**src/rtl/nebula_fifo_rd_adapter.sv**
```systemverilog
// Read-side adapter for a nebula_fifo with registered read data.
// Drains the FIFO read port into a 2-entry output buffer and presents a
// valid/ready stream, with enable, flush (drain-and-discard) and a
// delivered-word counter.
module nebula_fifo_rd_adapter #(
  parameter int DATA_WIDTH = 32,
  parameter int CNT_WIDTH  = 32
) (
  input  logic                  clk,
  input  logic                  rst,
  input  logic                  en,
  input  logic                  flush,
  output logic                  flush_done,
  output logic                  fifo_rd_en,
  input  logic [DATA_WIDTH-1:0] fifo_rd_data,
  input  logic                  fifo_empty,
  output logic                  m_valid,
  input  logic                  m_ready,
  output logic [DATA_WIDTH-1:0] m_data,
  output logic                  busy,
  output logic [CNT_WIDTH-1:0]  xfer_count
);

  typedef enum logic {
    RUN   = 1'b0,
    FLUSH = 1'b1
  } state_t;

  state_t                state;
  state_t                state_nxt;
  logic [1:0]            occ;
  logic                  inflight;
  logic [DATA_WIDTH-1:0] head_data;
  logic [DATA_WIDTH-1:0] tail_data;
  logic                  rd_en;
  logic                  pop;
  logic                  land;
  logic [2:0]            pending;

  assign m_valid    = (occ != 2'd0);
  assign m_data     = head_data;
  assign pop        = m_valid && m_ready;
  assign land       = inflight && (state == RUN);
  assign pending    = {1'b0, occ} + {2'b00, inflight};
  assign fifo_rd_en = rd_en;
  assign busy       = (state == FLUSH) || (occ != 2'd0) || inflight;

  // Next-state, read issue and flush completion; reads are gated off during reset
  always_comb begin
    state_nxt  = state;
    rd_en      = 1'b0;
    flush_done = 1'b0;
    case (state)
      RUN: begin
        rd_en = en && !fifo_empty && ((pending < 3'd2) || pop);
        if (flush) state_nxt = FLUSH;
      end
      FLUSH: begin
        rd_en = !fifo_empty;
        if (fifo_empty && !inflight) begin
          flush_done = 1'b1;
          state_nxt  = RUN;
        end
      end
      default: state_nxt = RUN;
    endcase
    if (rst) rd_en = 1'b0;
  end

  // State register
  always_ff @(posedge clk or posedge rst) begin
    if (rst) state <= RUN;
    else     state <= state_nxt;
  end

  // Buffer occupancy, in-flight tracking and FIFO-ordered landing/popping
  always_ff @(posedge clk or posedge rst) begin
    if (rst) begin
      occ       <= 2'd0;
      inflight  <= 1'b0;
      head_data <= '0;
      tail_data <= '0;
    end else begin
      inflight <= rd_en;
      if (state == FLUSH || flush) begin
        occ <= 2'd0;
      end else begin
        case ({land, pop})
          2'b11: begin
            if (occ == 2'd2) begin
              head_data <= tail_data;
              tail_data <= fifo_rd_data;
            end else begin
              head_data <= fifo_rd_data;
            end
          end
          2'b10: begin
            if (occ == 2'd0) head_data <= fifo_rd_data;
            else             tail_data <= fifo_rd_data;
            occ <= occ + 2'd1;
          end
          2'b01: begin
            head_data <= tail_data;
            occ       <= occ - 2'd1;
          end
          default: ;
        endcase
      end
    end
  end

  // Delivered-word counter, wraps naturally
  always_ff @(posedge clk or posedge rst) begin
    if (rst)      xfer_count <= '0;
    else if (pop) xfer_count <= xfer_count + CNT_WIDTH'(1);
  end

endmodule

```
**config.mk**
```make
export PLATFORM = sky130hd
export DESIGN_NAME = nebula_fifo_rd_adapter
export DESIGN_NICKNAME = d
export VERILOG_FILES = /design/src/rtl/nebula_fifo_rd_adapter.sv
export SDC_FILE = /design/constraint.sdc
export NUM_CORES = 1
export LEC_CHECK = 0
export ABC_CLOCK_PERIOD_IN_PS = 4000
export BUFFER_PORTS_ARGS = -buffer_cell sky130_fd_sc_hd__buf_4
export CAP_MARGIN = 20
export CORE_AREA = 2 2 109 163
export DETAILED_ROUTE_END_ITERATION = 10
export DIE_AREA = 0 0 111 165
export PLACE_DENSITY = 0.57
export SKIP_LAST_GASP = 1
export SYNTH_ARGS = -nofsm -noshare
export SYNTH_HDL_FRONTEND = slang
export SYNTH_SLANG_ARGS = --single-unit
```
**constraint.sdc**
```tcl
create_clock -name clk -period 4 [get_ports clk]
set_clock_uncertainty 0.05 [all_clocks]
set_input_delay 0.6 -clock clk [delete_from_list [all_inputs] [get_ports clk]]
set_output_delay 0.6 -clock clk [all_outputs]
set_load 0.02 [all_outputs]
```
# Word-level counts from Yosys, hierarchy flattened
# Cells that the tools add are included.
[word_totals]
regBits = 100
input_bits = 38
output_inout_bits = 68
wordCells = 53
[op_classes]
addsub = 4
magnitude_cmp = 1
eq_ne = 7
mux = 15
bitwise_logic = 2
reduce_logical = 18
[op_table]
columns = ["op", "n"]
rows = [
  ["two-way mux 32 bit", 4],
  ["one-hot mux 32 bit (3 select lines)", 1],
  ["one-hot mux 32 bit (2 select lines)", 1],
  ["adder 32 x 1 -> 32 bit (second input constant)", 1],
  ["equality test 2 bit (second input constant)", 3],
  ["!= test 2 bit (second input constant)", 3],
  ["nonzero test 3 bit", 2],
  ["logical AND 1 bit", 5],
  ["two-way mux 1 bit", 5],
  ["logical OR 1 bit", 4],
  ["one-hot mux 1 bit (2 select lines)", 2],
  ["one-hot mux 2 bit (2 select lines)", 1],
  ["AND reduction 4 bit", 1],
  ["nonzero test 2 bit", 2],
  ["adder 2 x 1 -> 3 bit", 1],
  ["< comparator 3 x 2 -> 1 bit (second input constant)", 1],
  ["AND reduction 3 bit", 1],
  ["adder 2 x 1 -> 2 bit (second input constant)", 1],
  ["equality test 2 x 1 -> 1 bit (second input constant)", 1],
  ["logical NOT 1 bit", 2],
  ["logical NOT 2 bit", 1],
  ["two-way mux 2 bit", 1],
  ["NOT 1 bit", 2],
  ["subtractor 2 x 1 -> 2 bit (second input constant)", 1],
]

# Longest topological paths before layout
[depth]
word_depth = 6
mapped_depth = 11
depth_no_buf = 8

# Worst setup path after synthesis
# No wires, ideal clock.
[synth_timing]
path_type = "register to register"
startpoint = "register occ[1]"
endpoint = "register tail_data[0]"
setup_time_ns = 0.125
arrival_ns = 2.539
required_time_ns = 3.825
setup_slack_ns = 1.286
path_stages_with_launch = 11
n_path_buf = 3
synth_period_minus_slack_ns = 2.714
cell_sequence = "dfrtp_1 -> or2_4 -> and2_1 -> buf_2 -> inv_1 -> ha_1 -> clkbuf_1 -> a21oi_1 -> o211ai_1 -> buf_2 -> mux2_2"
[synth_between]
elab_chain_len = 5
elab_cells_between_ends = 11
classes_between = "5 x eq/ne; 1 x mux; 5 x reduce/logical"
[synth_rtl]
columns = ["item", "line_no", "source"]
rows = [
  ["from (decl)", "31", "logic [1:0] occ;"],
  ["from (signal assigned)", "100", "occ <= occ + 2'd1;"],
  ["from (signal assigned)", "104", "occ <= occ - 2'd1;"],
  ["nonzero test 2 bit (*)", "40", "assign m_valid = (occ != 2'd0);"],
  ["via m_valid", "17", "output logic m_valid,"],
  ["logical AND 1 bit (*)", "42", "assign pop = m_valid && m_ready;"],
  ["equality test 2 bit", "88", "case ({land, pop})"],
  ["!= test 2 bit (no line) or nonzero test 2 bit (tied branches)", "--", ""],
  ["AND reduction 4 bit (no line)", "--", ""],
  ["to (signal assigned)", "92", "tail_data <= fifo_rd_data;"],
  ["to (signal assigned)", "99", "else tail_data <= fifo_rd_data;"],
  ["to (decl)", "34", "logic [DATA_WIDTH-1:0] tail_data;"],
]
# Mark *: on every way through the listed nets, which the timed path passes. The rest lies on a longest branch.
# A chain may end at the register's enable or synchronous reset.

# Worst setup path after layout
[layout_timing]
startpoint = "register occ[0]"
endpoint = "register tail_data[2]"
[layout_between]
elab_chain_len = 5
elab_cells_between_ends = 11
classes_between = "5 x eq/ne; 1 x mux; 5 x reduce/logical"
[layout_rtl]
columns = ["item", "line_no"]
rows = [
  ["nonzero test 2 bit", "40"],
  ["logical AND 1 bit", "42"],
  ["equality test 2 bit", "88"],
  ["!= test 2 bit (no line) or nonzero test 2 bit (tied branches)", "--"],
  ["AND reduction 4 bit (no line)", "--"],
]
# Several ways; a longest one is shown, not always the timed one.

==> summary.txt <==
Clocking
  • # resized after CTS: 0
  • Clk pin slew, worst setup/hold paths: 0.07 ns
  • CTS tree: built
  • CTS H-tree lvls: 3
  • Root buffer cell: clkbuf_16
  • TritonCTS Buffers: 9
  • Hold_buf cts: 0
  • Longest Clk Path Bufs: 2
  • Post-CTS Setup Inserts: 0
  • Clock Sink Count: 100
  • Worst skew pair latency: 0.35 ns

Worst setup path
  • CP Capture Type: register
  • Crit path max fanout: 35
  • Arr. time, crit path: 3.20 ns
  • Req. time, crit path: 4.18 ns
  • Startpoint Class: register
  • Setup CP Type: reg2reg
  • R2R cell count: 9

Power
  • Switching part of the total: 31.3%
  • Total net switching power: 1050 µW
  • Max IR drop VDD: 0.309 mV
  • Sequential share of power: 44.9%
  • Int Power: 2300 µW
  • Clock power frac: 28.6%
  • Power density cells: 531 nW/µm²
  • Comb pwr share: 26.6%
  • P_leak: 0.00305 µW
  • Tot Pwr: 3340 µW

Cells and area
  • Commonest non-fill, non-tap cell in the layout: buf_4
  • Share of post-route cells with drive strength above 1: 32.7%
  • Ant. Diodes: 0
  • Area Growth Syn to Fin: 26.3%
  • Most frequent cells in the layout: 113 x buf_4, 100 x dfrtp_1, 76 x nand2_1
  • Nets@finish: 590

Timing
  • Final Cycle Share: 75.4%
  • Hold Violations, Final: 0
  • Worst slew margin: 39.2%
  • Total negative slack: 0 ns
  • Slew @ Worst Pin: 0.911 ns
  • Fin crit period: 3.01 ns
  • Slew Limit Fails: 0
  • Max Freq: 332 MHz
  • RSZ-0062 raised after global routing: false
  • Final setup viols: 0

GRT
  • Layer with the highest usage: met2
  • Initial antenna violation count: 0
  • Routing usage on met1: 16.2%
  • Largest net degree at the start of global routing: 87
  • GR Util All Layers: 14.6%
  • GRT met3 Usage: 3.82%
  • Grt ovf: 0
  • First-pass GRT wire length: 21600 µm
  • Vias in the first global route: 4188
  • Met2 GRT Util: 26.8%

Synth
  • Post-Syn Instances: 456
  • Post-synthesis async set-or-reset flop share: 100%
  • Syn Area/Cell: 10.9 µm²
  • Post-synth top area cell: dfrtp_1
  • Syn_nets: 500
  • Distinct cells, synth: 38
  • FF+latch count, synth: 100
  • Synth top area cells: dfrtp_1 50%, mux2_2 7.4%, nand2_1 5.7%, a221oi_1 5.4%, a21o_1 4.7%
  • Synth Cell Area: 4990 µm²
  • Sequential area share after synthesis: 50.2%
  • Synth top area share: 50.2%
  • Post-synth EDFFs: 0
  • YS warnings: 0
  • Commonest register cell after synthesis: dfrtp_1

Die
  • Number of placement rows: 58
  • Die height: 165 µm
  • Starting Density: 29.8%
  • IO Count: 106
  • Die area: 18300 µm²
  • Core footprint: 16800 µm²
  • Die width: 111 µm

Route
  • Total wire length: 13100 µm
  • Via-per-instance ratio: 5.31
  • Vias: 4039
  • DRC: 0
  • Pre-antenna DRT Iters: 4
  • Drt wl/cell: 17.2 µm
  • First DRT Iteration DRCs: 190
  • Routed Antenna Nets: 0

Status
  • Outcome: finished, final reports clean

Hold path
  • Hold Crit Class: in2async

Place
  • RD Place Congestion: 0.745
  • IO buf count: 105
  • Detailed placement HPWL: 8830 µm

Run
  • Max-cap violations: 0
[layer usage]
layer	vias to the layer above	share of wire, %
li1	1864	-
met1	2047	39
met2	116	53
met3	12	5.8
met4	0	1.7
met5	-	0
[Yosys cell counts, drive strengths merged (3+ instances only)]
cell and n:
mux2 33, nor4 4, nand4 12, xnor2 22
inv 8, a221oi 31, dfrtp 100, nand3 9
and4 4, ha 6, nor2 7, clkbuf 26
buf 9, a21oi 4, nand2 76, o21ai 3
xor2 11, a311oi 31, a21o 31, nor3 9
and2 5
[per-stage QoR]
stage | setup slack (ns) | hold slack [ns] | utilization (%) | std cells | cell area (µm²)
after floorplan | 0.731 | 0.430 | - | 456 | 4990
after global placement | 1.03 | 0.413 | 35.5 | 744 | 5950
after detailed placement | 0.987 | 0.417 | 35.5 | 744 | 5950
after CTS | 0.972 | 0.354 | 37.4 | 760 | 6270
after global routing | 0.747 | 0.142 | 37.6 | 761 | 6300
final | 0.986 | 0.135 | 37.6 | 761 | 6300
[power groups by stage]
stage	registers, µW	clock network [µW]	logic (µW)
after floorplan	1670	0	335
after global placement	1510	0	884
after detailed placement	1520	0	901
after CTS	1500	985	903
after global routing	1540	1020	960
final	1500	955	888
[final cells by class]
class | count | area [µm²]
tap | 210 | 263
clock buffer | 9 | 225
multi-input combinational | 313 | 2300
inverter | 8 | 32.5
sequential | 100 | 2500
fill | 1656 | 10500
clock inverter | 7 | 98.8
timing repair buffer | 114 | 876
[state kept, by name, summed over array words and instances, names as in the netlist]
signal / count
inflight: 1
m_data: 32
occ: 2
state: 1
tail_data: 32
xfer_count: 32
[critical path, cell delays in order, from the launching register on]
cell and delay [ns]:
dfrtp_1 0.48, or2_4 0.30, and2_1 0.24, inv_1 0.21
ha_2 0.22, buf_4 0.37, a21oi_1 0.12, o211ai_1 0.23
buf_4 0.29, mux2_2 0.37
[cells by family after synthesis]
family,Yosys count,synth area share (%)
buffers and inverters,43,3.96
and+or+nand+nor,136,12.9
adders and majority gates,6,1.50
xor gates and xnor gates,33,5.79
AOI/OAI and AO/OA,104,18.0
DFF,100,50.2
muxes,34,7.65
[final timing paths]
path / startpoint / to / slack, ns
worst max-delay path: occ[0] / tail_data[2] / 0.99
worst min-delay path: rst / inflight / 0.13
worst max register to register: occ[0] / tail_data[2] / 0.99
worst min register to register: m_data[15] / m_data[15] / 0.43
max in group asynchronous: rst / m_data[19] / 3.11
min in group clk: fifo_empty / inflight / 0.37
No activity file was read; power rests on OpenSTA's default activity.
